<file path="src/rtl/spi_pkg.sv">
// Shared constants and helpers for the SPI slave: bit-order encoding,
// default geometry and the shift direction implied by a bit order.
package spi_pkg;

  localparam int SPI_MSB_FIRST = 0;
  localparam int SPI_LSB_FIRST = 1;

  localparam int SPI_DEF_WIDTH = 8;
  localparam int SPI_DEF_CNT_W = 8;

  typedef enum logic {
    SHIFT_LEFT  = 1'b0,
    SHIFT_RIGHT = 1'b1
  } shift_dir_e;

  // MSB-first moves data toward bit WIDTH-1; LSB-first toward bit 0.
  function automatic shift_dir_e spi_shift_dir(input int lsb_first);
    return (lsb_first == SPI_LSB_FIRST) ? SHIFT_RIGHT : SHIFT_LEFT;
  endfunction

endpackage

</file>
<file path="src/rtl/spi_slave_word_if.sv">
// Pin-side bundle of the word-oriented SPI slave: serial lines, chip select
// and the parallel word/strobe side toward the sclk-domain consumer.
interface spi_slave_word_if
  import spi_pkg::*;
#(
  parameter int WIDTH = SPI_DEF_WIDTH,
  parameter int CNT_W = SPI_DEF_CNT_W
);

  logic             cs_n;
  logic             mosi;
  logic             miso;
  logic [WIDTH-1:0] tx_data;
  logic             tx_load;
  logic [WIDTH-1:0] rx_data;
  logic             rx_valid;
  logic             frame_err;
  logic [CNT_W-1:0] rx_count;

  modport slave (
    input  cs_n, mosi, tx_data,
    output miso, tx_load, rx_data, rx_valid, frame_err, rx_count
  );

  modport master (
    output cs_n, mosi, tx_data,
    input  miso, tx_load, rx_data, rx_valid, frame_err, rx_count
  );

endinterface

</file>
<file path="src/rtl/spi_shift_reg.sv">
// WIDTH-bit shift register with async reset, parallel load (priority over
// shift), serial input and a serial-out tap at the end data shifts toward.
module spi_shift_reg
  import spi_pkg::*;
#(
  parameter int         WIDTH = SPI_DEF_WIDTH,
  parameter shift_dir_e DIR   = SHIFT_LEFT
) (
  input  logic             clk,
  input  logic             rst,
  input  logic             load,
  input  logic [WIDTH-1:0] load_data,
  input  logic             shift,
  input  logic             serial_in,
  output logic [WIDTH-1:0] q,
  output logic [WIDTH-1:0] shifted,
  output logic             serial_out
);

  // shifted is the value after one more shift; the receiver captures it
  // directly on the last bit edge so the word includes that edge's bit.
  assign shifted    = (DIR == SHIFT_LEFT) ? {q[WIDTH-2:0], serial_in}
                                          : {serial_in, q[WIDTH-1:1]};
  assign serial_out = (DIR == SHIFT_LEFT) ? q[WIDTH-1] : q[0];

  always_ff @(posedge clk or posedge rst) begin
    if (rst) begin
      q <= '0;
    end else if (load) begin
      q <= load_data;
    end else if (shift) begin
      q <= shifted;
    end
  end

endmodule

</file>
<file path="src/rtl/spi_slave_word.sv">
// Full-duplex SPI slave clocked by sclk: framing on cs_n, bit counter,
// rx/tx shift registers, one-cycle strobes and a wrapping word counter.
module spi_slave_word
  import spi_pkg::*;
#(
  parameter int WIDTH     = SPI_DEF_WIDTH,
  parameter int LSB_FIRST = SPI_MSB_FIRST,
  parameter int CNT_W     = SPI_DEF_CNT_W
) (
  input  logic                sclk,
  input  logic                rst,
  spi_slave_word_if.slave     bus
);

  localparam int               BC_W     = $clog2(WIDTH);
  localparam shift_dir_e       DIR      = spi_shift_dir(LSB_FIRST);
  localparam logic [BC_W-1:0]  LAST_IDX = BC_W'(WIDTH - 1);

  logic [BC_W-1:0]  bit_cnt;
  logic [WIDTH-1:0] rx_data;
  logic             rx_valid;
  logic             tx_load;
  logic             frame_err;
  logic [CNT_W-1:0] rx_count;

  logic             selected;
  logic             last_bit;
  logic [WIDTH-1:0] rx_q;
  logic [WIDTH-1:0] rx_next;
  logic             rx_unused;
  logic [WIDTH-1:0] tx_q;
  logic [WIDTH-1:0] tx_shifted;
  logic             tx_unused;

  assign selected = !bus.cs_n;
  assign last_bit = selected && (bit_cnt == LAST_IDX);

  // Deselect clears any partial word so a new frame starts from zero.
  spi_shift_reg #(
    .WIDTH (WIDTH),
    .DIR   (DIR)
  ) u_rx (
    .clk        (sclk),
    .rst        (rst),
    .load       (bus.cs_n),
    .load_data  ('0),
    .shift      (selected),
    .serial_in  (bus.mosi),
    .q          (rx_q),
    .shifted    (rx_next),
    .serial_out (rx_unused)
  );

  // Reload on the idle edge and on each word's last edge so back-to-back
  // words stream without gap cycles.
  spi_shift_reg #(
    .WIDTH (WIDTH),
    .DIR   (DIR)
  ) u_tx (
    .clk        (sclk),
    .rst        (rst),
    .load       (bus.cs_n || last_bit),
    .load_data  (bus.tx_data),
    .shift      (selected),
    .serial_in  (1'b0),
    .q          (tx_q),
    .shifted    (tx_shifted),
    .serial_out (bus.miso)
  );

  assign tx_unused = ^{tx_q, tx_shifted, rx_q, rx_unused};

  always_ff @(posedge sclk or posedge rst) begin
    if (rst) begin
      bit_cnt   <= '0;
      rx_data   <= '0;
      rx_valid  <= 1'b0;
      tx_load   <= 1'b0;
      frame_err <= 1'b0;
      rx_count  <= '0;
    end else begin
      rx_valid  <= 1'b0;
      tx_load   <= 1'b0;
      frame_err <= 1'b0;
      if (bus.cs_n) begin
        bit_cnt   <= '0;
        tx_load   <= 1'b1;
        frame_err <= (bit_cnt != '0);
      end else if (last_bit) begin
        bit_cnt  <= '0;
        rx_data  <= rx_next;
        rx_valid <= 1'b1;
        rx_count <= rx_count + 1'b1;
        tx_load  <= 1'b1;
      end else begin
        bit_cnt <= bit_cnt + 1'b1;
      end
    end
  end

  assign bus.rx_data   = rx_data;
  assign bus.rx_valid  = rx_valid;
  assign bus.tx_load   = tx_load;
  assign bus.frame_err = frame_err;
  assign bus.rx_count  = rx_count;

endmodule

</file>
<file path="src/flat_wrapper.sv">
// flat-port wrapper written by rule: the top's interface ports become plain ports
module spi_slave_word_flat import spi_pkg::*;
#(
  parameter int WIDTH     = SPI_DEF_WIDTH,
  parameter int LSB_FIRST = SPI_MSB_FIRST,
  parameter int CNT_W     = SPI_DEF_CNT_W
)
  (sclk, rst, bus_cs_n, bus_mosi, bus_tx_data, bus_miso, bus_tx_load, bus_rx_data, bus_rx_valid, bus_frame_err, bus_rx_count);
  spi_slave_word_if #(.WIDTH(WIDTH), .CNT_W(CNT_W)) bus_i ();
  input  logic sclk;
  input  logic rst;
  input wire logic [$bits(bus_i.cs_n)-1:0] bus_cs_n;
  input wire logic [$bits(bus_i.mosi)-1:0] bus_mosi;
  input wire logic [$bits(bus_i.tx_data)-1:0] bus_tx_data;
  output wire logic [$bits(bus_i.miso)-1:0] bus_miso;
  output wire logic [$bits(bus_i.tx_load)-1:0] bus_tx_load;
  output wire logic [$bits(bus_i.rx_data)-1:0] bus_rx_data;
  output wire logic [$bits(bus_i.rx_valid)-1:0] bus_rx_valid;
  output wire logic [$bits(bus_i.frame_err)-1:0] bus_frame_err;
  output wire logic [$bits(bus_i.rx_count)-1:0] bus_rx_count;
  assign bus_i.cs_n = bus_cs_n;
  assign bus_i.mosi = bus_mosi;
  assign bus_i.tx_data = bus_tx_data;
  assign bus_miso = bus_i.miso;
  assign bus_tx_load = bus_i.tx_load;
  assign bus_rx_data = bus_i.rx_data;
  assign bus_rx_valid = bus_i.rx_valid;
  assign bus_frame_err = bus_i.frame_err;
  assign bus_rx_count = bus_i.rx_count;
  spi_slave_word #(.WIDTH(WIDTH), .LSB_FIRST(LSB_FIRST), .CNT_W(CNT_W)) u_core (.sclk(sclk), .rst(rst), .bus(bus_i));
endmodule
</file>
<file path="config.mk">
export PLATFORM = sky130hd
export DESIGN_NAME = spi_slave_word_flat
export DESIGN_NICKNAME = d
export VERILOG_FILES = /design/src/rtl/spi_pkg.sv /design/src/rtl/spi_slave_word_if.sv /design/src/rtl/spi_shift_reg.sv /design/src/rtl/spi_slave_word.sv /design/src/flat_wrapper.sv
export SDC_FILE = /design/constraint.sdc
export NUM_CORES = 1
export LEC_CHECK = 0
export CAP_MARGIN = 20
export CORE_ASPECT_RATIO = 1.5
export CORE_MARGIN = 4
export CORE_UTILIZATION = 30
export CTS_BUF_LIST = sky130_fd_sc_hd__clkbuf_2 sky130_fd_sc_hd__clkbuf_4 sky130_fd_sc_hd__clkbuf_8
export DETAILED_ROUTE_END_ITERATION = 10
export GPL_TIMING_DRIVEN = 0
export SLEW_MARGIN = 20
export SYNTH_ARGS = -nofsm -noshare
export SYNTH_HDL_FRONTEND = slang
export SYNTH_HIERARCHICAL = 1
export SYNTH_SLANG_ARGS = --single-unit
</file>
<file path="constraint.sdc">
create_clock -name sclk -period 2.5 [get_ports sclk]
set_clock_uncertainty 0.05 [all_clocks]
set_input_delay 0.5 -clock sclk [delete_from_list [all_inputs] [get_ports sclk]]
set_output_delay 0.5 -clock sclk [all_outputs]
set_load 0.03 [all_outputs]
</file>
==> results of run 1 <==
[cell type report]
type	count	area [um2]	area share, %
multi-input combinational	87	615.6	28.31
sequential	37	925.9	42.58
clock buffer	8	91.34	4.200
buffer	13	116.4	5.351
timing repair buffer	31	310.3	14.27
tap	68	85.08	3.913
inverter	8	30.03	1.381
[power by group]
part	leakage [nW]	internal, mW	switching [mW]
Clock	0.0498	0.230	0.193
Combinational	0.515	0.106	0.105
Sequential	0.482	0.644	0.0296
[state kept, by name (all words and copies together), names as in the netlist]
register              flops
u_core/bus.rx_data        8
u_core/bit_cnt            3
u_core/u_rx/q             7
u_core/bus.rx_count       8
u_core/bus.frame_err      1
u_core/u_tx/q             8
u_core/bus.rx_valid       1
u_core/bus.tx_load        1
[path summary, 6_finish.rpt]
kind / start / endpoint / slack (ps) / depth (start not counted)
setup / recovery: u_core/bus.rx_count[0] / bus_rx_count[0] / 520 / 1
hold / removal: u_core/bit_cnt[0] / u_core/bit_cnt[0] / 420 / 1
setup reg to reg: u_core/bit_cnt[0] / u_core/u_tx/q[6] / 830 / 6
hold reg to reg: u_core/bit_cnt[0] / u_core/bit_cnt[0] / 420 / 1
max in group asynchronous: rst / u_core/bus.rx_count[6] / 1110 / 2
min in group asynchronous: rst / u_core/u_rx/q[3] / 500 / 2
[stage by stage]
step / util [%] / std cells
floorplan: - / 145
global placement: 39.72 / 244
detailed placement: 39.72 / 244
CTS: 41.46 / 252
global route: 41.46 / 252
finish: 41.46 / 252
[per-layer routing]
metal | share of wire, % | global-route usage [%] | vias up
li1 | - | - | 532
met4 | 2.6 | 5.405 | 0
met1 | 42 | 11.80 | 501
met2 | 51 | 17.00 | 22
met3 | 3.8 | 2.373 | 6
met5 | 0 | 0 | -
==> flow_metrics.env, run 1 <==
export IMPL_power_total_mw=1.308
export IMPL_path_clk_slew_ps=70
export IMPL_core_area_mm2=0.005245
export IMPL_drt_iter0_drc=19
export IMPL_hold_viol_final=0
export IMPL_final_cell_mix="dfrtp_1 (37), clkdlybuf4s50_1 (31), nand2_1 (17), mux2i_1 (15), o21ai_1 (15)"
export IMPL_fp_dieArea_mm2=0.006818
export IMPL_post_route_period_util_pct=79.06
export IMPL_cts_inserted_buffers=5
export IMPL_max_slew_margin_rel_pct=41.63
export IMPL_num_rows=32
export IMPL_crit_type="reg -> out"
export IMPL_drv_cap=0
export IMPL_drive_gt1_share_pct=18.48
export IMPL_worst_slack_ps=523.4
export IMPL_finalSetupTns_ps=0
export IMPL_path_delay_family="buffers and inverters"
export IMPL_rsz0062_at_grt="no"
export IMPL_die_h_um=99.15
export IMPL_drv_slew=0
export IMPL_p_leak_nw=1.047
export IMPL_htreeDepth=2
export IMPL_cts_sinks=37
export IMPL_ant_nets=0
export IMPL_n_antenna_cell=0
export IMPL_placed_cell_area_mm2=0.002083
export IMPL_postCtsHoldBufs=0
export IMPL_place_congestion=0.7043
export IMPL_final_net_count=199
export IMPL_pre_cts_ws_ps=329.3
export IMPL_critPathMaxFanout=6
export IMPL_endpoint_kind="output pin"
export IMPL_drc=0
export IMPL_syn_to_final_growth_pct=30.87
export IMPL_overflow=0
export IMPL_start_util_pct=31.68
export IMPL_grt_usage_pct=10.23
export IMPL_worstMarginPinSlew_ps=874.6
export IMPL_period_minus_slack_ps=1977
export IMPL_die_x_um=68.77
export IMPL_numPortBuffers=31
export IMPL_synth_area_mm2=0.001662
export IMPL_startpoint_type="flip-flop"
export IMPL_wl_per_cell_um=11.82
export IMPL_worstPathRequired_ps=1950
export IMPL_first_global_vias=1119
export IMPL_clock_fmax_mhz=505.9
export IMPL_fin_area_mm2=0.002175
export IMPL_syn_inst=138
export IMPL_arrival_ps=1430
export IMPL_power_density_mw_per_mm2=601.6
export IMPL_clockBufferDepth=2
export IMPL_root_buffer="clkbuf_8"
export IMPL_wl_um=2979
export IMPL_fill_cells=511
export IMPL_clock_latency_ps=280
export IMPL_critPathMaxStageDelay_ps=710
export IMPL_synth_warnings=6
export IMPL_first_pass_iters=3
export IMPL_crit_buf_inv=1
export IMPL_crit_path_cell_trace="clkdlybuf4s50_1"
export IMPL_status="finished, final reports clean"
export IMPL_ir_worst_vdd_mv=0.2620
export IMPL_vias=1061
export IMPL_holdWs_ps=419.7
export IMPL_final_common_cell="dfrtp_1"
export IMPL_drt_vias_per_instance=4.210
export IMPL_setup_viol_count_final=0
export IMPL_grt_max_degree=23
export IMPL_avgSynthCellArea_um2=12.04
export IMPL_cts_tree="built"
export IMPL_cts_resized=0
export IMPL_grt_pass1_wl_um=5250
export IMPL_hold_path_class="reg -> reg"
export IMPL_antenna_found_initial=0
export IMPL_io_pins=32
export IMPL_cts_setup_buffers=0
export IMPL_dp_hpwl_um=2241
export IMPL_crit_slowest_cell="clkdlybuf4s50_1"
No activity file was read; power rests on OpenSTA's default activity.
==> run 2, diff against run 1 <==
- clock period: 2.5 -> 2 ns (I/O delays scaled with it)
==> results of run 2 <==
The final DEF is identical to that of run 1. Status: finished, final reports clean.
Among the figures that moved: setup slack after placement 329.3 ps -> -70.71 ps; setup slack after layout 523.4 ps -> 123.4 ps; hold slack 419.7 ps -> 398.8 ps; register-to-register setup slack 830 ps -> 330 ps; total power 1.308 mW -> 1.635 mW; worst IR drop on VDD 0.2620 mV -> 0.3275 mV
==> run 3, diff against run 2 <==
- CTS_BUF_LIST: sky130_fd_sc_hd__clkbuf_2 sky130_fd_sc_hd__clkbuf_4 sky130_fd_sc_hd__clkbuf_8 -> default
- SETUP_SLACK_MARGIN: default -> 0.05
==> run 3 against run 2 <==
Net effect:
- cell count unchanged
- worst setup slack barely moved
- register-to-register slack barely moved
- critical path depth is the same
- total power decreased by 2.6%
- routed wire length down 0.20%
- flip-flop and latch count did not move
- combinational power hardly changed
- design area decreased by 0.52%
- critical endpoint unchanged
==> flow_metrics.env, run 3 (synthesis gave the netlist of run 1 again) <==
export IMPL_wl_per_cell_um=11.80
export IMPL_crit_slowest_cell="clkdlybuf4s50_1"
export IMPL_status="finished, final reports clean"
export IMPL_final_core_util_pct=41.25
export IMPL_hold_viol_final=0
export IMPL_grt_usage_pct=10.23
export IMPL_wl_um=2973
export IMPL_cts_resized=0
export IMPL_vias=1062
export IMPL_place_congestion=0.7043
export IMPL_worstPathRequired_ps=1550
export IMPL_drt_iter0_drc=19
export IMPL_critPathMaxFanout=6
export IMPL_grt_pass1_wl_um=5250
export IMPL_rsz0062_at_grt="no"
export IMPL_drv_slew=0
export IMPL_dp_hpwl_um=2241
export IMPL_drt_met1_wl_um=1245
export IMPL_drt_vias_per_instance=4.214
export IMPL_core_area_mm2=0.005245
export IMPL_wl_met2_um=1536
export IMPL_final_net_count=199
export IMPL_cts_sinks=37
export IMPL_startpoint_type="flip-flop"
export IMPL_drc=0
export IMPL_cts_setup_buffers=0
export IMPL_cts_tree="built"
export IMPL_max_slew_margin_rel_pct=41.69
export IMPL_start_util_pct=31.68
export IMPL_grt_max_degree=23
export IMPL_ant_nets=0
export IMPL_num_rows=32
export IMPL_crit_type="reg -> out"
export IMPL_period_minus_slack_ps=1876
export IMPL_p_leak_nw=1.036
export IMPL_reg_largest_list="u_core/bus.rx_count: 8 flops, u_core/bus.rx_data: 8 flops, u_core/u_tx/q: 8 flops"
export IMPL_clockBufferDepth=2
export IMPL_syn_to_final_growth_pct=30.20
export IMPL_antenna_found_initial=0
export IMPL_numPortBuffers=31
export IMPL_first_pass_iters=3
export IMPL_hold_path_class="in -> async"
export IMPL_first_global_vias=1119
export IMPL_die_x_um=68.77
export IMPL_clock_fmax_mhz=532.9
export IMPL_final_common_cell="dfrtp_1"
export IMPL_fp_dieArea_mm2=0.006818
export IMPL_setup_viol_count_final=0
export IMPL_drive_gt1_share_pct=16.85
export IMPL_critPathMaxStageDelay_ps=710
export IMPL_cts_inserted_buffers=5
export IMPL_ir_worst_vdd_mv=0.3395
export IMPL_highest_layer="met4"
export IMPL_postCtsHoldBufs=0
export IMPL_io_pins=32
export IMPL_path_clk_slew_ps=70
export IMPL_power_density_mw_per_mm2=736.1
export IMPL_crit_path_cell_trace="clkdlybuf4s50_1"
export IMPL_final_cell_mix="dfrtp_1 (37), clkdlybuf4s50_1 (31), nand2_1 (17), mux2i_1 (15), o21ai_1 (15)"
export IMPL_overflow=0
export IMPL_path_delay_family="buffers and inverters"
export IMPL_clock_latency_ps=280
export IMPL_crit_buf_inv=1
export IMPL_endpoint_kind="output pin"
export IMPL_htreeDepth=2
export IMPL_met3_length_um=113
export IMPL_n_antenna_cell=0
export IMPL_die_h_um=99.15
export IMPL_worstMarginPinSlew_ps=873.7
export IMPL_post_route_period_util_pct=93.82
export IMPL_root_buffer="clkbuf_8"
export IMPL_finalSetupTns_ps=0
export IMPL_arrival_ps=1430
export IMPL_drv_cap=0
run 3: path summary, 6_finish.rpt:
kind	start	endpoint	slack, ps	cells past startpoint
worst max-delay path	u_core/bus.rx_count[0]	bus_rx_count[0]	120	1
worst min-delay path	rst	u_core/u_rx/q[3]	400	2
worst max register to register	u_core/bit_cnt[0]	u_core/u_tx/q[6]	330	6
worst min register to register	u_core/bit_cnt[0]	u_core/bit_cnt[0]	420	1
max in group asynchronous	rst	u_core/bus.rx_valid	710	2
min in group sclk	u_core/bit_cnt[0]	u_core/bit_cnt[0]	420	1
run 3: per-stage QoR:
stage	std cells	power [mW]	hold slack, ps	instance area (um2)	worst slack, ps
2_1_floorplan	145	1.023	153.4	1688	477.7
4_1_cts	252	1.625	394.3	2163	95.86
6_report	252	1.592	400.3	2163	123.6
5_1_grt	252	1.687	428.8	2163	50.07
3_3_place_gp	244	1.122	407.2	2083	-58.37
3_5_place_dp	244	1.128	419.1	2083	-70.71
run 3: metal layers:
layer | track usage, % | up-vias
li1 | - | 533
met1 | 11.80 | 501
met2 | 17.00 | 22
met3 | 2.373 | 6
met4 | 5.405 | 0
met5 | 0 | -
run 3: cell type report:
cell class                 count  area (um2)
clock buffer                   8       80.08
inverter                       8       30.03
fill                         515        3082
multi-input combinational     87       615.6
buffer                        13       116.4
tap                           68       85.08
sequential                    37       925.9
timing repair buffer          31       310.3
run 3: power by group:
| part | switching (mW) | leakage, nW | internal, mW |
|---|---|---|---|
| sequential | 0.0369 | 0.482 | 0.805 |
| combinational | 0.131 | 0.515 | 0.133 |
| clock | 0.239 | 0.0395 | 0.247 |
| total | 0.406 | 1.04 | 1.19 |
